**config.mk**
```make
export PLATFORM = sky130hd
export DESIGN_NAME = scan_index_gen
export DESIGN_NICKNAME = d
export VERILOG_FILES = /design/src/rtl/scan_index_gen.sv
export SDC_FILE = /design/constraint.sdc
export NUM_CORES = 1
export LEC_CHECK = 0
export ABC_AREA = 1
export CORE_MARGIN = 2
export CORE_UTILIZATION = 57
export DETAILED_ROUTE_END_ITERATION = 8
export GPL_ROUTABILITY_DRIVEN = 1
export PLACE_DENSITY = 0.79
export SETUP_SLACK_MARGIN = 0.15
export SLEW_MARGIN = 5
export SYNTH_ARGS = -nofsm -noshare
export SYNTH_HDL_FRONTEND = slang
export SYNTH_SLANG_ARGS = --single-unit
```
**constraint.sdc**
```tcl
create_clock -name clk -period 2.1 [get_ports clk]
set_input_delay 0.21 -clock clk [delete_from_list [all_inputs] [get_ports clk]]
set_output_delay 0.21 -clock clk [all_outputs]
set_load 0.01 [all_outputs]
```
**src/rtl/scan_index_gen.sv**
```systemverilog
// scan_index_gen: timed index sequencer for a one-hot decoder stage.
// The index sweeps a latched window [lo..hi] in up, down, ping-pong or
// one-shot order. Each index value is held for div+1 clock cycles.
module scan_index_gen #(
    parameter int IDX_W = 4,
    parameter int DIV_W = 16
) (
    input  logic             clk,
    input  logic             rst,
    input  logic             start,
    input  logic             stop,
    input  logic [1:0]       mode,
    input  logic [DIV_W-1:0] div,
    input  logic [IDX_W-1:0] first,
    input  logic [IDX_W-1:0] last,
    output logic [IDX_W-1:0] idx,
    output logic             idx_valid,
    output logic             busy,
    output logic             done
);

    typedef enum logic [1:0] {
        S_IDLE = 2'd0,
        S_RUN  = 2'd1,
        S_DONE = 2'd2
    } state_t;

    localparam logic [1:0] MODE_UP      = 2'd0;
    localparam logic [1:0] MODE_DOWN    = 2'd1;
    localparam logic [1:0] MODE_PING    = 2'd2;
    localparam logic [1:0] MODE_ONESHOT = 2'd3;

    localparam logic DIR_UP   = 1'b0;
    localparam logic DIR_DOWN = 1'b1;

    state_t           state_reg;
    logic [1:0]       mode_reg;
    logic [DIV_W-1:0] div_reg;
    logic [DIV_W-1:0] cnt_reg;
    logic [IDX_W-1:0] lo_reg;
    logic [IDX_W-1:0] hi_reg;
    logic [IDX_W-1:0] idx_reg;
    logic             dir_reg;
    logic             valid_reg;
    logic             busy_reg;
    logic             done_reg;

    // Window bounds ordered at latch time so lo <= hi always holds in RUN.
    logic             swap_in;
    logic [IDX_W-1:0] lo_in;
    logic [IDX_W-1:0] hi_in;

    assign swap_in = (first > last);

    generate
        for (genvar gi = 0; gi < IDX_W; gi++) begin : g_window
            assign lo_in[gi] = swap_in ? last[gi]  : first[gi];
            assign hi_in[gi] = swap_in ? first[gi] : last[gi];
        end
    endgenerate

    // Start index: DOWN sweeps begin at the top of the window.
    logic [IDX_W-1:0] start_idx;
    assign start_idx = (mode == MODE_DOWN) ? hi_in : lo_in;

    // Dwell boundary: this is the cycle on which a step is taken.
    logic dwell_end;
    assign dwell_end = (cnt_reg == div_reg);

    // Next index / direction for one step, with explicit wrap at the window
    // edges so the index never leaves [lo..hi].
    logic [IDX_W-1:0] step_idx_next;
    logic             step_dir_next;
    logic             step_finish;

    always_comb begin
        step_idx_next = idx_reg;
        step_dir_next = dir_reg;
        step_finish   = 1'b0;
        case (mode_reg)
            MODE_UP: begin
                if (idx_reg >= hi_reg) begin
                    step_idx_next = lo_reg;
                end else begin
                    step_idx_next = idx_reg + IDX_W'(1);
                end
            end
            MODE_DOWN: begin
                if (idx_reg <= lo_reg) begin
                    step_idx_next = hi_reg;
                end else begin
                    step_idx_next = idx_reg - IDX_W'(1);
                end
            end
            MODE_PING: begin
                if (dir_reg == DIR_UP) begin
                    if (idx_reg >= hi_reg) begin
                        // Turn around without repeating the endpoint.
                        step_dir_next = DIR_DOWN;
                        if (idx_reg > lo_reg) begin
                            step_idx_next = idx_reg - IDX_W'(1);
                        end
                    end else begin
                        step_idx_next = idx_reg + IDX_W'(1);
                    end
                end else begin
                    if (idx_reg <= lo_reg) begin
                        step_dir_next = DIR_UP;
                        if (idx_reg < hi_reg) begin
                            step_idx_next = idx_reg + IDX_W'(1);
                        end
                    end else begin
                        step_idx_next = idx_reg - IDX_W'(1);
                    end
                end
            end
            default: begin
                // One-shot: climb to hi, then finish after hi's dwell.
                if (idx_reg < hi_reg) begin
                    step_idx_next = idx_reg + IDX_W'(1);
                end else begin
                    step_finish = 1'b1;
                end
            end
        endcase
    end

    // Control FSM with registered outputs; stop in RUN overrides any step.
    always_ff @(posedge clk) begin
        if (rst) begin
            state_reg <= S_IDLE;
            mode_reg  <= MODE_UP;
            div_reg   <= '0;
            cnt_reg   <= '0;
            lo_reg    <= '0;
            hi_reg    <= '0;
            idx_reg   <= '0;
            dir_reg   <= DIR_UP;
            valid_reg <= 1'b0;
            busy_reg  <= 1'b0;
            done_reg  <= 1'b0;
        end else begin
            case (state_reg)
                S_IDLE: begin
                    done_reg <= 1'b0;
                    if (start && !stop) begin
                        state_reg <= S_RUN;
                        mode_reg  <= mode;
                        div_reg   <= div;
                        lo_reg    <= lo_in;
                        hi_reg    <= hi_in;
                        idx_reg   <= start_idx;
                        dir_reg   <= DIR_UP;
                        cnt_reg   <= '0;
                        valid_reg <= 1'b1;
                        busy_reg  <= 1'b1;
                    end
                end
                S_RUN: begin
                    if (stop) begin
                        state_reg <= S_IDLE;
                        cnt_reg   <= '0;
                        valid_reg <= 1'b0;
                        busy_reg  <= 1'b0;
                    end else if (dwell_end) begin
                        cnt_reg <= '0;
                        if (step_finish) begin
                            state_reg <= S_DONE;
                            valid_reg <= 1'b0;
                            busy_reg  <= 1'b0;
                            done_reg  <= 1'b1;
                        end else begin
                            idx_reg <= step_idx_next;
                            dir_reg <= step_dir_next;
                        end
                    end else begin
                        cnt_reg <= cnt_reg + DIV_W'(1);
                    end
                end
                S_DONE: begin
                    state_reg <= S_IDLE;
                    done_reg  <= 1'b0;
                end
                default: begin
                    state_reg <= S_IDLE;
                    valid_reg <= 1'b0;
                    busy_reg  <= 1'b0;
                    done_reg  <= 1'b0;
                end
            endcase
        end
    end

    assign idx       = idx_reg;
    assign idx_valid = valid_reg;
    assign busy      = busy_reg;
    assign done      = done_reg;

endmodule
```
== Yosys cells after proc, flatten, opt, wreduce, memory -nomap -nowiden ==
Cells that the tools add are included.

* Add/subtract/negate cells: 3
* Multiply operators: 0
* Divide/modulo/power cells: 0
* Magnitude comparators: 5
* Equality and inequality tests: 14
* Shift-type cells: 0
* Multiplexer cells: 47
* Bitwise gates (word level): 3
* Reduce and logical (&&, ||, !) cells: 14

{| class="wikitable"
|+ Operator list
! operator !! number
|-
| $mux W16 || 3
|-
| $mux W4 || 12
|-
| $pmux W16 S2 || 1
|-
| $mux W1 || 22
|-
| $add A16 B1 Y16 const B || 1
|-
| $eq A16 B16 Y1 || 1
|-
| $pmux W4 S3 || 1
|-
| $reduce_and A6 Y1 || 2
|-
| $gt A4 B4 Y1 || 2
|-
| $mux W2 || 4
|-
| $ne A2 B2 Y1 const B || 4
|-
| $pmux W4 S2 || 1
|-
| $eq A2 B1 Y1 const B || 3
|-
| $ne A3 B3 Y1 const B || 2
|-
| $reduce_and A3 Y1 || 2
|-
| $ne A5 B5 Y1 const B || 1
|-
| $add A4 B1 Y4 const B || 1
|-
| $eq A2 B2 Y1 const B || 2
|-
| $ge A4 B4 Y1 || 1
|-
| $le A4 B4 Y1 || 1
|-
| $logic_not A2 Y1 || 2
|-
| $lt A4 B4 Y1 || 1
|-
| $pmux W2 S2 || 1
|-
| $reduce_and A2 Y1 || 2
|-
| 11 further kinds || 13
|}

* Bits in registers: 51
* Bits in latches: 0
* Bits in writable memories: 0
* Bits in read-only memories: 0
* Memories: 0

== Depth between registers and ports, before layout ==
Gate-level depths: netlist of the first run.

* Word-level depth: 9
* Mapped depth: 15

== Worst setup path after synthesis of the first run ==
Ideal clock, no wire load.

* Kind: register to register
* Start point: reg idx_reg[0] (netlist: idx[0])
* End point: reg idx_reg[2] (netlist: idx[2])
* Library setup time: 0.116 ns
* Data arrival time: 1.805 ns
* Required time: 1.984 ns
* Setup slack: 0.179 ns
* Cell stages (with the launch flop): 12
* Clock period less this slack: 1.921 ns
* Cell sequence: dfxtp_1 > inv_1 > ha_1 > nand4_2 > nand3_4 > nand2_1 > o21bai_1 > nand2_1 > nand3_4 > nand2_1 > nand2_1 > a21oi_2

* Cells in the longest elaborated chain, start to end: 9
* Elaborated cells between the ends (all ways): 23
* Those cells by class: add/sub: 2; order compare: 4; eq/ne: 2; mux: 14; reduce/logical: 1

{| class="wikitable"
|+ RTL lines
! item !! RTL line !! text
|-
| start: declaration || 42 || <nowiki>logic [IDX_W-1:0] idx_reg;</nowiki>
|-
| start signal: assignment || 152 || <nowiki>idx_reg <= start_idx;</nowiki>
|-
| start signal: assignment || 173 || <nowiki>idx_reg <= step_idx_next;</nowiki>
|-
| $sub A4 B1 Y4 (tied with other cells) || 92, 101, 113 ||
|-
| $mux W4, on equally long branches || 100, 109, 119 ||
|-
| $mux W4, on equally long branches || 97, 107 ||
|-
| $mux W4 || 96 || <nowiki>if (dir_reg == DIR_UP) begin</nowiki>
|-
| $pmux W4 S3 || 80 || <nowiki>case (mode_reg)</nowiki>
|-
| $mux W4 || 167 || <nowiki>if (step_finish) begin</nowiki>
|-
| $mux W4 || 165 || <nowiki>end else if (dwell_end) begin</nowiki>
|-
| $mux W4 || 160 || <nowiki>if (stop) begin</nowiki>
|-
| $pmux W4 S2 || 143 || <nowiki>case (state_reg)</nowiki>
|}

Several ways; a longest one is shown, not always the timed one. The select of a mux whose other input is x is not followed.
A chain may end at the register's enable or synchronous reset.

== Final worst setup path of the first run ==
* Start point: reg lo_reg[1]
* End point: reg idx_reg[2] (netlist: idx[2])

* Cells in the longest elaborated chain, start to end: 8
* Elaborated cells between the ends (all ways): 12
* Those cells by class: order compare: 2; eq/ne: 1; mux: 8; reduce/logical: 1

{| class="wikitable"
|+ RTL lines
! item !! RTL line !! text
|-
| start: declaration || 40 || <nowiki>logic [IDX_W-1:0] lo_reg;</nowiki>
|-
| start signal: assignment || 150 || <nowiki>lo_reg <= lo_in;</nowiki>
|-
| $le A4 B4 Y1 || 89, 107 ||
|-
| $mux W4 || 107 || <nowiki>if (idx_reg <= lo_reg) begin</nowiki>
|-
| $mux W4 || 96 ||
|-
| $pmux W4 S3 || 80 ||
|-
| $mux W4 || 167 ||
|-
| $mux W4 || 165 ||
|-
| $mux W4 || 160 ||
|-
| $pmux W4 S2 || 143 ||
|}

Several ways; a longest one is shown, not always the timed one. The select of a mux whose other input is x is not followed.

==> impl_summary.md, run 1 <==
Finish
The proportion of layout cells with a drive suffix above 1 is 0.164. In the layout the commonest cells are 136 x sky130_fd_sc_hd__nand2_1, 74 x sky130_fd_sc_hd__inv_1, 57 x sky130_fd_sc_hd__nor2_1, 46 x sky130_fd_sc_hd__nand3_1, 45 x sky130_fd_sc_hd__dfxtp_1. The area added between synthesis and finish is 28.6%. The final non-filler cell area is 4360 um2. Fill cells in the final layout number 473.

The final cell count without fillers is just under 700. The most common cell after layout, fill and taps aside is sky130_fd_sc_hd__nand2_1. The net count reported at finish is roughly 650. At the end of the flow the core is filled with cells to 0.749. The number of antenna diodes in the final layout is 0. In the final layout, flip-flops and latches occupy 1030 um2. The multi-input combinational cells in the finished layout cover a total of 2170 um2.

Clocking
The number of H-tree branching levels is 2. After clock tree synthesis, the clock-pin slew on the worst setup and hold paths is around 0.09 ns. The clock latency of the later-clocked register in the worst-skew pair is approximately 0.32 ns. The clock tree root buffer cell is sky130_fd_sc_hd__clkbuf_8. The maximum count of clock buffers along a single path is 2. In this run, CTS created clock tree buffers numbering 5.

TritonCTS built the clock tree. The clock sink count is 51. After clock tree synthesis, the flow added hold-fix buffers numbering 0.

Timing
The slew at the pin closest to its max-slew limit is about 0.37 ns. Based on the critical path, the design can be clocked at up to 525 MHz. The max-slew violation count is 0. The worst relative slew slack is 0.755. The fraction of the cycle the final worst path needs is 0.907.

Setup violations remaining at the end of the flow were counted as 0. The final critical path time including I/O delays and setup is between 1.5 and 2 ns. The tightest hold path in the finished design has a slack of 0.466 ns. The largest clock skew in the final design is between 0.015 and 0.02 ns.

Setup repair after global routing left no endpoint under its margin. The number of hold-slack violations in the final timing report is 0.

Routing
In the final routed layout, each cell accounts on average for ~14 um. The length of the first detailed-routing pass in iterations is 5. For this block, the initial DRC count from the detailed router was roughly 270. After detailed routing, the number of remaining DRC violations is 0.

The sum of routed wire length over all layers is roughly 9.3 mm. In this run the remaining antenna-violating nets after routing total 0. The final route contains ~3700 vias.

In the routed layout, each cell is associated on average with a via count of ~5.5.

Die
The initial utilization of the core area, before any placement, comes to 0.583. The number of I/O pins is 37. The floorplan die width is approximately 81 um. The region available for standard cell placement spans ~5800 um2.

After floorplanning, the core was divided into 28 placement rows. The height of the chip is 81.1 um. The floorplan step defined a die boundary enclosing 6580 um2.

Min path
The hold path startpoint is mode[0]. For hold timing, the worst endpoint is mode_reg[0]. The path class of the tightest hold or removal check is in2reg. Along the worst hold path, the cell count comes to 3.

Synth
Of the post-synthesis cell area, the dominant cell type holds 0.301. The post-synthesis net count is a little under 600. The post-synthesis cell count is approximately 530. The proportion of synthesized chip area in sequential cells is 0.301. The flip-flop cell with the highest count after synthesis is sky130_fd_sc_hd__dfxtp_1. In the synthesized netlist the async set-or-reset flop fraction comes to 0.

The netlist area before placement is 3390 um2. By area the synthesized netlist is led by sky130_fd_sc_hd__dfxtp_1 30%, sky130_fd_sc_hd__nand2_1 16%, sky130_fd_sc_hd__inv_1 8.5%. The number of unique standard cell types used by synthesis is 36. The mean instance size in the synthesized netlist is between 6 and 7 um2. After synthesis the netlist holds a flip-flop and latch count of roughly 50. The total number of yosys warnings is 0. The biggest area consumer among synthesized cells is sky130_fd_sc_hd__dfxtp_1. The synthesized design contains 0 enable-type register cells.

Setup path
The worst setup path is captured at a register. The origin of the critical flop-to-flop path is lo_reg[1]. Of all nets on the critical path, the largest fanout is 6. STA puts the critical path data required time at 2.31 ns.

The setup slack of the most critical reg-to-reg path is slightly below 0.2 ns. The worst endpoint data arrival time is 2.11 ns. The startpoint class of the critical path is a register. The depth of the worst register-to-register path is 14. The endpoint of the lowest-slack register-to-register path is idx[2]. The classification of the worst setup path is reg2reg.

Placed design
The congestion estimate from routability-driven global placement came to around 0.97. The post-placement cell count is about 660. The final HPWL from detailed placement is 6.87 mm. Summing all placed instances gives a cell area of 4000 um2. The count of input and output buffers is 36.

Power
The total power density per cell area is slightly above 700 nW/um2. Summing internal, switching and leakage power gives 0.00312 W. The standby leakage power is 1.96 nW. VDD sags by at most 536 uV.

Global routing
The first global-routing pass estimated 14.7 mm of wire. After global routing the overflow that remains totals 0. The largest net degree at the start of global routing is 21. The global-route total usage across every layer is 0.287. The initial antenna violation count is 0. The number of global-route vias before repair is between 3000 and 4000.

Job
Max-cap violations in this run came to 0.

Outcome
The flow ran to the end, and the final reports show no timing, DRC or antenna violations.
## repair_timing
action | CTS | global route
cloned | 0 | 1
buffers inserted | 1 | 8
pin swaps | 1 | 13
endpoints found under the setup margin | 4 | 7
resized for setup | 6 | 32
## cell type report
class                   instances  area share
inverters                      82      0.0712
multi-input cells             392       0.497
well taps                      75      0.0215
repair buffers                 71       0.149
clock buffers                   6      0.0167
flip-flops and latches         51       0.236
clock inverters                 2     0.00890
## critical path: stages, from the launching register on
cell	delay, ns
sky130_fd_sc_hd__dfxtp_1	0.32
sky130_fd_sc_hd__inv_1	0.14
sky130_fd_sc_hd__ha_4	0.24
sky130_fd_sc_hd__nand2_1	0.07
sky130_fd_sc_hd__nand2_1	0.07
sky130_fd_sc_hd__nand2_2	0.09
sky130_fd_sc_hd__nand2_4	0.09
sky130_fd_sc_hd__nand2_4	0.10
sky130_fd_sc_hd__nand2_1	0.05
sky130_fd_sc_hd__o21bai_1	0.19
sky130_fd_sc_hd__nand2_2	0.12
sky130_fd_sc_hd__nand3_4	0.14
sky130_fd_sc_hd__nand2_1	0.07
sky130_fd_sc_hd__nand2_1	0.08
sky130_fd_sc_hd__a21oi_2	0.04
## worst max-delay path by stage
stage	from	to
floorplan	idx[0]	idx[2]
global placement	last[1]	idx[2]
detailed placement	last[1]	idx[2]
CTS	hi_reg[3]	idx[1]
global route	last[1]	idx[1]
finish	lo_reg[1]	idx[2]
## power breakdown
part,internal (W),total (W),leakage (nW),switching (W)
logic,0.000571,0.00134,1.49,0.000773
registers,0.00103,0.00107,0.419,0.0000486
clock network,0.000360,0.000701,0.0558,0.000341
total,0.00196,0.00312,1.96,0.00116
## per-stage QoR
step / setup TNS [ns] / setup slack (ns)
floorplan: 0 / 0.179
global placement: 0 / 0.00628
detailed placement: -0.297 / -0.0924
CTS: 0 / 0.145
global route: 0 / 0.0814
finish: 0 / 0.195
## layer usage
layer / share of wire / up-vias / track usage
li1: - / 1864 / -
met1: 0.45 / 1649 / 0.409
met2: 0.46 / 160 / 0.449
met3: 0.069 / 28 / 0.0422
met4: 0.023 / 0 / 0.0881
met5: 0 / - / 0
## logic make-up (layout without fill, tap and decap cells)
kind of cell / Yosys count / in the layout / share of synthesized area
flip-flops: 51 / 51 / 0.301
adder cells (fa/ha/maj): 15 / 15 / 0.0554
XOR/XNOR: 7 / 7 / 0.0181
AND/OR/NAND/NOR: 285 / 286 / 0.380
buffers and inverters: 92 / 161 / 0.107
AO/OA/AOI/OAI: 84 / 84 / 0.138
## cells in the mapped netlist, types with 4 or more instances
library cell	number
sky130_fd_sc_hd__nand2_1	143
sky130_fd_sc_hd__inv_1	77
sky130_fd_sc_hd__nor2_1	60
sky130_fd_sc_hd__dfxtp_1	51
sky130_fd_sc_hd__nand3_1	46
sky130_fd_sc_hd__a21oi_1	40
sky130_fd_sc_hd__o21ai_0	25
sky130_fd_sc_hd__ha_1	15
sky130_fd_sc_hd__nand4_1	11
sky130_fd_sc_hd__nor3_2	6
sky130_fd_sc_hd__o211ai_1	6
sky130_fd_sc_hd__clkbuf_1	5
sky130_fd_sc_hd__nor3_1	5
sky130_fd_sc_hd__xor2_1	5
sky130_fd_sc_hd__nand2_2	4
sky130_fd_sc_hd__o21ai_1	4
(Power assumes the default switching activity.)
==> run 2: changes to the inputs <==
--- a/config.mk
+++ b/config.mk
@@ -5,12 +5,11 @@
 export SDC_FILE = /design/constraint.sdc
 export NUM_CORES = 1
 export LEC_CHECK = 0
-export ABC_AREA = 1
 export CORE_MARGIN = 2
-export CORE_UTILIZATION = 57
+export CORE_UTILIZATION = 35
 export DETAILED_ROUTE_END_ITERATION = 8
 export GPL_ROUTABILITY_DRIVEN = 1
-export PLACE_DENSITY = 0.79
+export PLACE_DENSITY = 0.53
 export SETUP_SLACK_MARGIN = 0.15
 export SLEW_MARGIN = 5
 export SYNTH_ARGS = -nofsm -noshare
==> run 2 against run 1 <==
Net effect: the flow now finishes with violations (setup timing); routed wire length decreased by 0.33%; die area increased by 52%; total power decreased by 8.2%; setup slack got worse by 0.52 ns; non-clock buffer count increased by 56; synthesized area decreased by 5.1%; register-to-register slack got worse by 0.52 ns; clock-buffer cell count decreased by 1; final cell count decreased by 9.0%; maximum frequency decreased by 21%; global-route usage decreased by 9.8 points; critical endpoint unchanged; largest cell class unchanged; highest routed layer unchanged.
==> impl_summary.md, run 2 <==
Setup path
The required time at the endpoint of the critical path is 2.28 ns (-0.03 ns). The depth of the worst register-to-register path was 8 (-6). The signal on the critical path passes through ha_4 -> nor2b_4 -> o311a_4 -> or3b_4 -> mux2_4 -> mux2i_4 -> mux2i_2 -> a311oi_2.

The gate family responsible for the most delay along the worst path is multiplexers. The delay of the slowest critical-path stage was 0.43 ns (+0.11 ns). The buffer and inverter count on the worst path came to 0 (-1). The setup path with the least slack is of type reg2reg.

The worst endpoint data arrival time is 2.61 ns (+0.50 ns). The start point of the critical path is idx[1]. The biggest fanout along the worst timing path is 4 (-2). The worst register-to-register path ends at idx[2]. The setup slack of the most critical reg-to-reg path is -0.32 ns (-0.52 ns). On the critical path, the stage with the largest delay is an instance of sky130_fd_sc_hd__dfxtp_4. The critical path endpoint category is a register. In this run the critical register-to-register path is launched from idx[1].

The startpoint class of the critical path is a register.

Timing
The final critical path time including I/O delays and setup was 2.42 ns (+0.519 ns). Setup repair after global routing could not meet its margin everywhere. The largest clock skew in the final design was 0.0103 ns (-0.00594 ns). The fraction of the cycle the final worst path needs is 1.15 (+0.247). The post-route worst setup slack is -0.324 ns (-0.519 ns). The slew at the pin closest to its max-slew limit came to 0.492 ns (+0.126 ns). The worst relative slew slack is 0.671 (-0.0836).

The final setup violation count was 5 (+5). The number of hold-slack violations in the final timing report is 0 (unchanged). The max-slew violation count is 0 (unchanged). The highest clock frequency the design can meet was 413 MHz (-21%).

Min path
The endpoint of the worst hold-timing path is div_reg[10]. The type of the worst min-delay path is in2reg. The worst hold path cell count is 3 (unchanged). The hold path startpoint is div[10].

Job
The number of maximum-capacitance violations is 0 (unchanged).

Finish
The proportion of layout cells with a drive suffix above 1 came to 0.310 (+0.146). The sequential cell area is 1040 um2 (+0.85%). The area of the multi-input gates was 2250 um2 (+3.9%). The area added between synthesis and finish is 45.0%.

The library cells used most frequently in the layout, excluding fill and tap cells, are 81 x sky130_fd_sc_hd__buf_4, 49 x sky130_fd_sc_hd__nand2_1, 46 x sky130_fd_sc_hd__nor2_1, 42 x sky130_fd_sc_hd__dfxtp_1, 36 x sky130_fd_sc_hd__clkdlybuf4s50_1. The number of antenna repair diodes is 0 (unchanged). The most common cell after layout, fill and taps aside is sky130_fd_sc_hd__buf_4.

The net count reported at finish is 555 (-14%). The final non-filler cell area is 4670 um2 (+7.1%). The number of fill cells is 833 (+76%).

Routing
The routed length per placed instance is 15.0 um (+9.5%). The number of design-rule violations left by the first detailed-router iteration is 172 (-35%). The via density per instance came to 5.12 (-6.1%).

The sum of routed wire length over all layers is 9.27 mm (-0.33%). The met2 routed wirelength was 4.08 mm (-4.5%). The antenna violation net count after detailed routing was 0 (unchanged). The total via count in the routed design is 3162 (-15%). The length of the first detailed-routing pass in iterations is 4 (-1).

The met3 wire length is 543 um (-16%). The highest metal layer used by the detailed router is met4. The number of remaining DRC errors is 0 (unchanged). The detailed-routing wirelength on met1 is 4.49 mm (+7.7%).

Global routing
The number of global-route vias before repair is 3144 (-2.2%). The global-route total usage across every layer is 0.189 (-0.0983). The largest net degree at the start of global routing is 21 (unchanged). The residual overflow from global routing came to 0 (unchanged).

The first-pass GRT wire length is 15.1 mm (+3.1%). The initial antenna violation count is 0 (unchanged).

Synth
The flop and latch count out of synthesis is 51 (unchanged). The post-synthesis cell count is 403 (-25%). The mean instance size in the synthesized netlist is 7.99 um2 (+26%). The total number of yosys warnings was 0 (unchanged).

The post-synthesis net count is 448 (-23%). The synthesized design spends more area on one cell type than any other, namely sky130_fd_sc_hd__dfxtp_1. The number of flops mapped to enable cells by yosys came to 0 (unchanged). The flip-flop cell with the highest count after synthesis is sky130_fd_sc_hd__dfxtp_1. The top cell type's share of synthesized area is 0.317 (+0.0160).

By area the synthesized netlist is led by sky130_fd_sc_hd__dfxtp_1 32%, sky130_fd_sc_hd__xor2_1 7.1%, sky130_fd_sc_hd__nor2_1 5.9%. After synthesis, the most frequently instantiated cells are 51 x sky130_fd_sc_hd__dfxtp_1, 51 x sky130_fd_sc_hd__nor2_1, 49 x sky130_fd_sc_hd__nand2_1. The number of unique standard cell types used by synthesis is 56 (+56%). The share of synthesized registers carrying an async set or reset was 0 (unchanged). The netlist area before placement was 3220 um2 (-5.1%). The proportion of synthesized chip area in sequential cells came to 0.317 (+0.0160).

Power
The standby leakage power is 1.93 nW (-1.6%). The total power density per cell area is 614 nW/um2 (-14%). The total power was 0.00286 W (-8.2%). The maximum resistive drop on vdd is 308 uV (-43%).

Clocking
CTS placed an instance of sky130_fd_sc_hd__clkbuf_8 at the clock tree root. The clock latency of the later-clocked register in the worst-skew pair is 0.31 ns (about the same). The clock sink count is 51 (unchanged). The maximum count of clock buffers along a single path is 2 (unchanged). The CTS tree is yes. The number of buffers created by CTS came to 5 (unchanged). The register clock-pin slew on the reported worst setup and hold paths came to 0.10 ns (about the same).

The number of H-tree branching levels is 2 (unchanged).

Die
The height of the chip was 99.9 um (+23%). The number of I/O pins came to 37 (unchanged). The placement row count is 34 (+21%).

The starting utilization of the core area is 0.365 (-0.217). The area of the core was 8810 um2 (+51%). The floorplan die width is 99.9 um (+23%).

The full die area came to 9980 um2 (+52%).

Outcome
The flow ran to the end, but the final reports show violations. The checks that failed: setup timing.

Placed design
The pre-CTS worst setup slack is -0.565 ns (-0.472 ns). The area after detailed placement is 4270 um2 (+6.7%). The final HPWL from detailed placement is 7.07 mm (+3.0%).

The final weighted congestion of routability-driven global placement came to 0.888 (-8.4%). The count of input and output buffers is 36 (unchanged).
run 2: worst max-delay path by stage:
stage | end | slack, ns | cells after the start
global placement | idx[3] | -0.50 | 10
finish | idx[2] | -0.32 | 8
global route | idx[0] | -0.39 | 11
CTS | idx[2] | -0.29 | 8
detailed placement | idx[2] | -0.56 | 10
floorplan | idx[2] | -0.19 | 8
run 2: what timing repair did:
action | CTS | global route
hold buffers | 0 | 0
endpoints found under the setup margin | 9 | 20
setup buffers | 1 | 8
pin swaps | 12 | 19
resized for setup | 26 | 33
gates cloned | 0 | 1
run 2: per-stage QoR:
| step | hold slack (ns) | util | setup TNS, ns | cells |
|---|---|---|---|---|
| after floorplan | 0.346 | - | -0.236 | 403 |
| after global placement | 0.457 | 0.485 | -2.57 | 601 |
| after detailed placement | 0.452 | 0.485 | -3.22 | 601 |
| after CTS | 0.432 | 0.508 | -1.01 | 609 |
| after global routing | 0.436 | 0.530 | -1.64 | 618 |
| final | 0.438 | 0.530 | -1.18 | 618 |
run 2: power by group:
group,internal [W],leakage (nW),switching [W]
logic,0.000610,1.46,0.000517
clock network,0.000350,0.0545,0.000333
registers,0.00101,0.419,0.0000450
total,0.00197,1.93,0.000895
run 2: kinds of logic after synthesis:
logic type                 Yosys count  share of synthesized area
muxes                               18                     0.0618
xor gates and xnor gates            38                      0.103
DFF                                 51                      0.317
adders and majority gates           15                     0.0583
and+or+nand+nor                    153                      0.222
buffers and inverters               43                     0.0525
AOI/OAI and AO/OA                   85                      0.185
run 2: layout make-up:
type | count | share of cell area
Multi-Input combinational cell | 309 | 0.482
Timing Repair Buffer | 127 | 0.230
Sequential cell | 51 | 0.222
Tap cell | 108 | 0.0290
Clock buffer | 5 | 0.0147
Inverter | 16 | 0.0134
Clock inverter | 2 | 0.00778
run 2: worst reg2reg max path, cell delays in order (launching register included):
cell and delay [ns]:
sky130_fd_sc_hd__dfxtp_4 0.43, sky130_fd_sc_hd__ha_4 0.22, sky130_fd_sc_hd__nor2b_4 0.12, sky130_fd_sc_hd__o311a_4 0.31
sky130_fd_sc_hd__or3b_4 0.39, sky130_fd_sc_hd__mux2_4 0.28, sky130_fd_sc_hd__mux2i_4 0.17, sky130_fd_sc_hd__mux2i_2 0.28
sky130_fd_sc_hd__a311oi_2 0.12
run 2: layer usage:
metal  vias to the layer above  track usage
met5                         -            0
li1                       1618            -
met1                      1463        0.275
met3                        14       0.0306
met2                        67        0.291
met4                         0       0.0506
==> run 3: changes to the inputs <==
==> constraint.sdc (replaced) <==
create_clock -name clk -period 2.4 [get_ports clk]
set_input_delay 0.24 -clock clk [delete_from_list [all_inputs] [get_ports clk]]
set_output_delay 0.24 -clock clk [all_outputs]
set_load 0.01 [all_outputs]
==> run 3 against run 2 <==
Net effect: the flow still finishes with violations (setup timing); routed wire length decreased by 5.7%; core utilization decreased by 4.7 points; register-to-register slack improved by 0.31 ns; via count decreased by 3.8%; global-route usage decreased by 0.96 points; clock-buffer cell count unchanged; critical path type unchanged.
==> impl_summary.md, run 3 (synthesis gave the netlist of run 2 again) <==
Outcome
The flow ran to the end, but the final reports show violations. The final reports fail on setup timing.

Setup path
The startpoint class of the critical path is a register. Walking the worst path, the cells encountered are ha_4 -> nor2b_4 -> o311a_4 -> or3b_4 -> mux2_4 -> mux2i_4 -> mux2i_2 -> a311oi_2. The origin of the critical flop-to-flop path is idx[1]. STA classifies the critical path endpoint as a register. The library cell contributing the largest single delay on the critical path is sky130_fd_sc_hd__dfxtp_4. The biggest fanout along the worst timing path is 4 (unchanged). The worst endpoint data arrival time was 2.57 ns (-0.04 ns). The gate family responsible for the most delay along the worst path is multiplexers.

The delay of the slowest critical-path stage is 0.38 ns (-0.05 ns). The setup slack of the most critical reg-to-reg path is -0.01 ns (+0.31 ns). The depth of the worst register-to-register path is 8 (unchanged). The classification of the worst setup path is reg2reg.

The buffer and inverter count on the worst path is 0 (unchanged). The worst register-to-register path ends at idx[2]. The required time at the endpoint of the critical path is 2.56 ns (+0.28 ns).

Finish
Leaving out fill and tap cells, the most frequent cells in the layout are 51 x sky130_fd_sc_hd__buf_4, 49 x sky130_fd_sc_hd__nand2_1, 49 x sky130_fd_sc_hd__nor2_1, 44 x sky130_fd_sc_hd__dfxtp_1, 36 x sky130_fd_sc_hd__clkdlybuf4s50_1. The net count reported at finish is 519 (-6.5%). The proportion of layout cells with a drive suffix above 1 is 0.211 (-0.0988). The number of antenna repair diodes is 0 (unchanged). The final cell count without fillers is 582 (-5.8%). The utilization of the core after routing is 0.483 (-0.0470).

Compared with the post-synthesis result, the final layout area differs by 32.1%. Leaving out fill and tap cells, the most frequent cell in the layout is sky130_fd_sc_hd__buf_4. The final non-filler cell area was 4250 um2 (-8.9%).

Global routing
The residual overflow from global routing was 0 (unchanged). The first-pass GRT wire length is 14.4 mm (-4.6%). The number of global-route vias before repair is 2910 (-7.4%). The initial antenna violation count is 0 (unchanged).

The largest net degree at the start of global routing came to 21 (unchanged). The global-route total usage across every layer was 0.180 (-0.00965).

Routing
The antenna violation net count after detailed routing is 0 (unchanged). The sum of routed wire length over all layers is 8.74 mm (-5.7%). The number of remaining DRC errors came to 0 (unchanged). The via density per instance is 5.23 (+2.2%). The length of the first detailed-routing pass in iterations is 4 (unchanged).

The routed length per placed instance is 15.0 um (+0.11%). The number of design-rule violations left by the first detailed-router iteration was 169 (-1.7%). The total via count in the routed design is 3043 (-3.8%).

Power
The standby leakage power is 1.75 nW (-9.4%). The total power density per cell area is 527 nW/um2 (-14%). The maximum resistive drop on vdd is 269 uV (-13%).

Placed design
The post-placement cell count is 571 (-5.0%). The final weighted congestion of routability-driven global placement is 0.860 (-3.2%). The final HPWL from detailed placement is 6.62 mm (-6.4%). The area after detailed placement came to 4060 um2 (-4.9%).

The count of input and output buffers is 36 (unchanged).

Die
The height of the chip is 99.9 um (unchanged). The floorplan die width is 99.9 um (unchanged). The full die area is 9980 um2 (unchanged). The placement row count is 34 (unchanged). The starting utilization of the core area is 0.365 (unchanged). The area of the core is 8810 um2 (unchanged). The number of I/O pins was 37 (unchanged).

Timing
The max-slew violation count is 0 (unchanged). The final critical path time including I/O delays and setup was 2.41 ns (-0.0146 ns). The fraction of the cycle the final worst path needs is 1.00 (-0.150). The worst relative slew slack came to 0.519 (-0.152). The final setup violation count is 1 (-4). The post-route worst setup slack is -0.00957 ns (+0.315 ns). The number of hold-slack violations in the final timing report is 0 (unchanged).

The slew at the pin closest to its max-slew limit is 0.719 ns (+0.227 ns). The largest clock skew in the final design is 0.0108 ns (+0.000513 ns). The highest clock frequency the design can meet is 415 MHz (+0.61%).

Setup repair after global routing could not meet its margin everywhere. The sum of negative setup slack came to -0.00957 ns (+1.17 ns). The worst hold slack is 0.467 ns (+0.0292 ns).

Job
The number of maximum-capacitance violations is 0 (unchanged).

Min path
The endpoint of the worst hold-timing path is div_reg[7]. The tightest min-delay check is of the in2reg type. The hold path startpoint is div[7]. The worst hold path cell count is 3 (unchanged).

Clocking
The clock latency of the later-clocked register in the worst-skew pair is 0.31 ns (about the same). The clock sink count is 51 (unchanged). CTS placed an instance of sky130_fd_sc_hd__clkbuf_8 at the clock tree root. The maximum count of clock buffers along a single path is 2 (unchanged). The register clock-pin slew on the reported worst setup and hold paths is 0.09 ns (about the same). The number of H-tree branching levels came to 2 (unchanged). TritonCTS built the clock tree. The hold buffer count at CTS is 0 (unchanged). The number of buffers created by CTS is 5 (unchanged).
[run 3: how the worst max path moves through the flow]
stage	to	slack (ns)	from	cells after the start
global placement	idx[3]	-0.25	last[3]	10
detailed placement	idx[3]	-0.31	last[2]	10
finish	idx[2]	-0.01	idx[1]	8
CTS	idx[2]	0.006	hi_reg[1]	9
global route	idx[2]	-0.06	hi_reg[1]	9
floorplan	idx[2]	0.11	idx[1]	8
[run 3: worst reg2reg max path: stages, from the launching register on]
cell,delay (ns)
sky130_fd_sc_hd__dfxtp_4,0.38
sky130_fd_sc_hd__ha_4,0.24
sky130_fd_sc_hd__nor2b_4,0.12
sky130_fd_sc_hd__o311a_4,0.31
sky130_fd_sc_hd__or3b_4,0.38
sky130_fd_sc_hd__mux2_4,0.28
sky130_fd_sc_hd__mux2i_4,0.17
sky130_fd_sc_hd__mux2i_2,0.28
sky130_fd_sc_hd__a311oi_2,0.12
[run 3: routing by layer]
| layer | GRT usage | wire (um) |
|---|---|---|
| met1 | 0.270 | 4410 |
| met5 | 0 | 0 |
| met2 | 0.260 | 3700 |
| met3 | 0.0418 | 558 |
| met4 | 0.0400 | 74 |
[run 3: layout make-up]
type | instances | area, um2
Sequential cell | 51 | 1040
Fill cell | 850 | 4550
Clock inverter | 2 | 13.8
Tap cell | 108 | 135
Inverter | 16 | 62.6
Timing Repair Buffer | 91 | 828
Multi-Input combinational cell | 309 | 2110
Clock buffer | 5 | 68.8
[run 3: power breakdown]
| group | switching (W) | total, W | internal (W) | leakage, nW |
|---|---|---|---|---|
| combinational | 0.000393 | 0.000826 | 0.000433 | 1.29 |
| sequential | 0.0000394 | 0.000921 | 0.000882 | 0.419 |
| clock | 0.000295 | 0.000495 | 0.000200 | 0.0440 |
[run 3: timing repair]
action                                  in CTS  in global routing
pin swaps                                    2                 12
endpoints found under the hold margin        0                  0
gates resized for setup                      5                 18
endpoints found under the setup margin       4                  6
buffers inserted                             1                  2
gates cloned                                 0                  1
[run 3: per-stage QoR]
| stage | setup slack (ns) | total power, W |
|---|---|---|
| finish | -0.00957 | 0.00224 |
| global placement | -0.252 | 0.00170 |
| global route | -0.0623 | 0.00238 |
| CTS | 0.00601 | 0.00221 |
| floorplan | 0.112 | 0.00140 |
| detailed placement | -0.315 | 0.00171 |
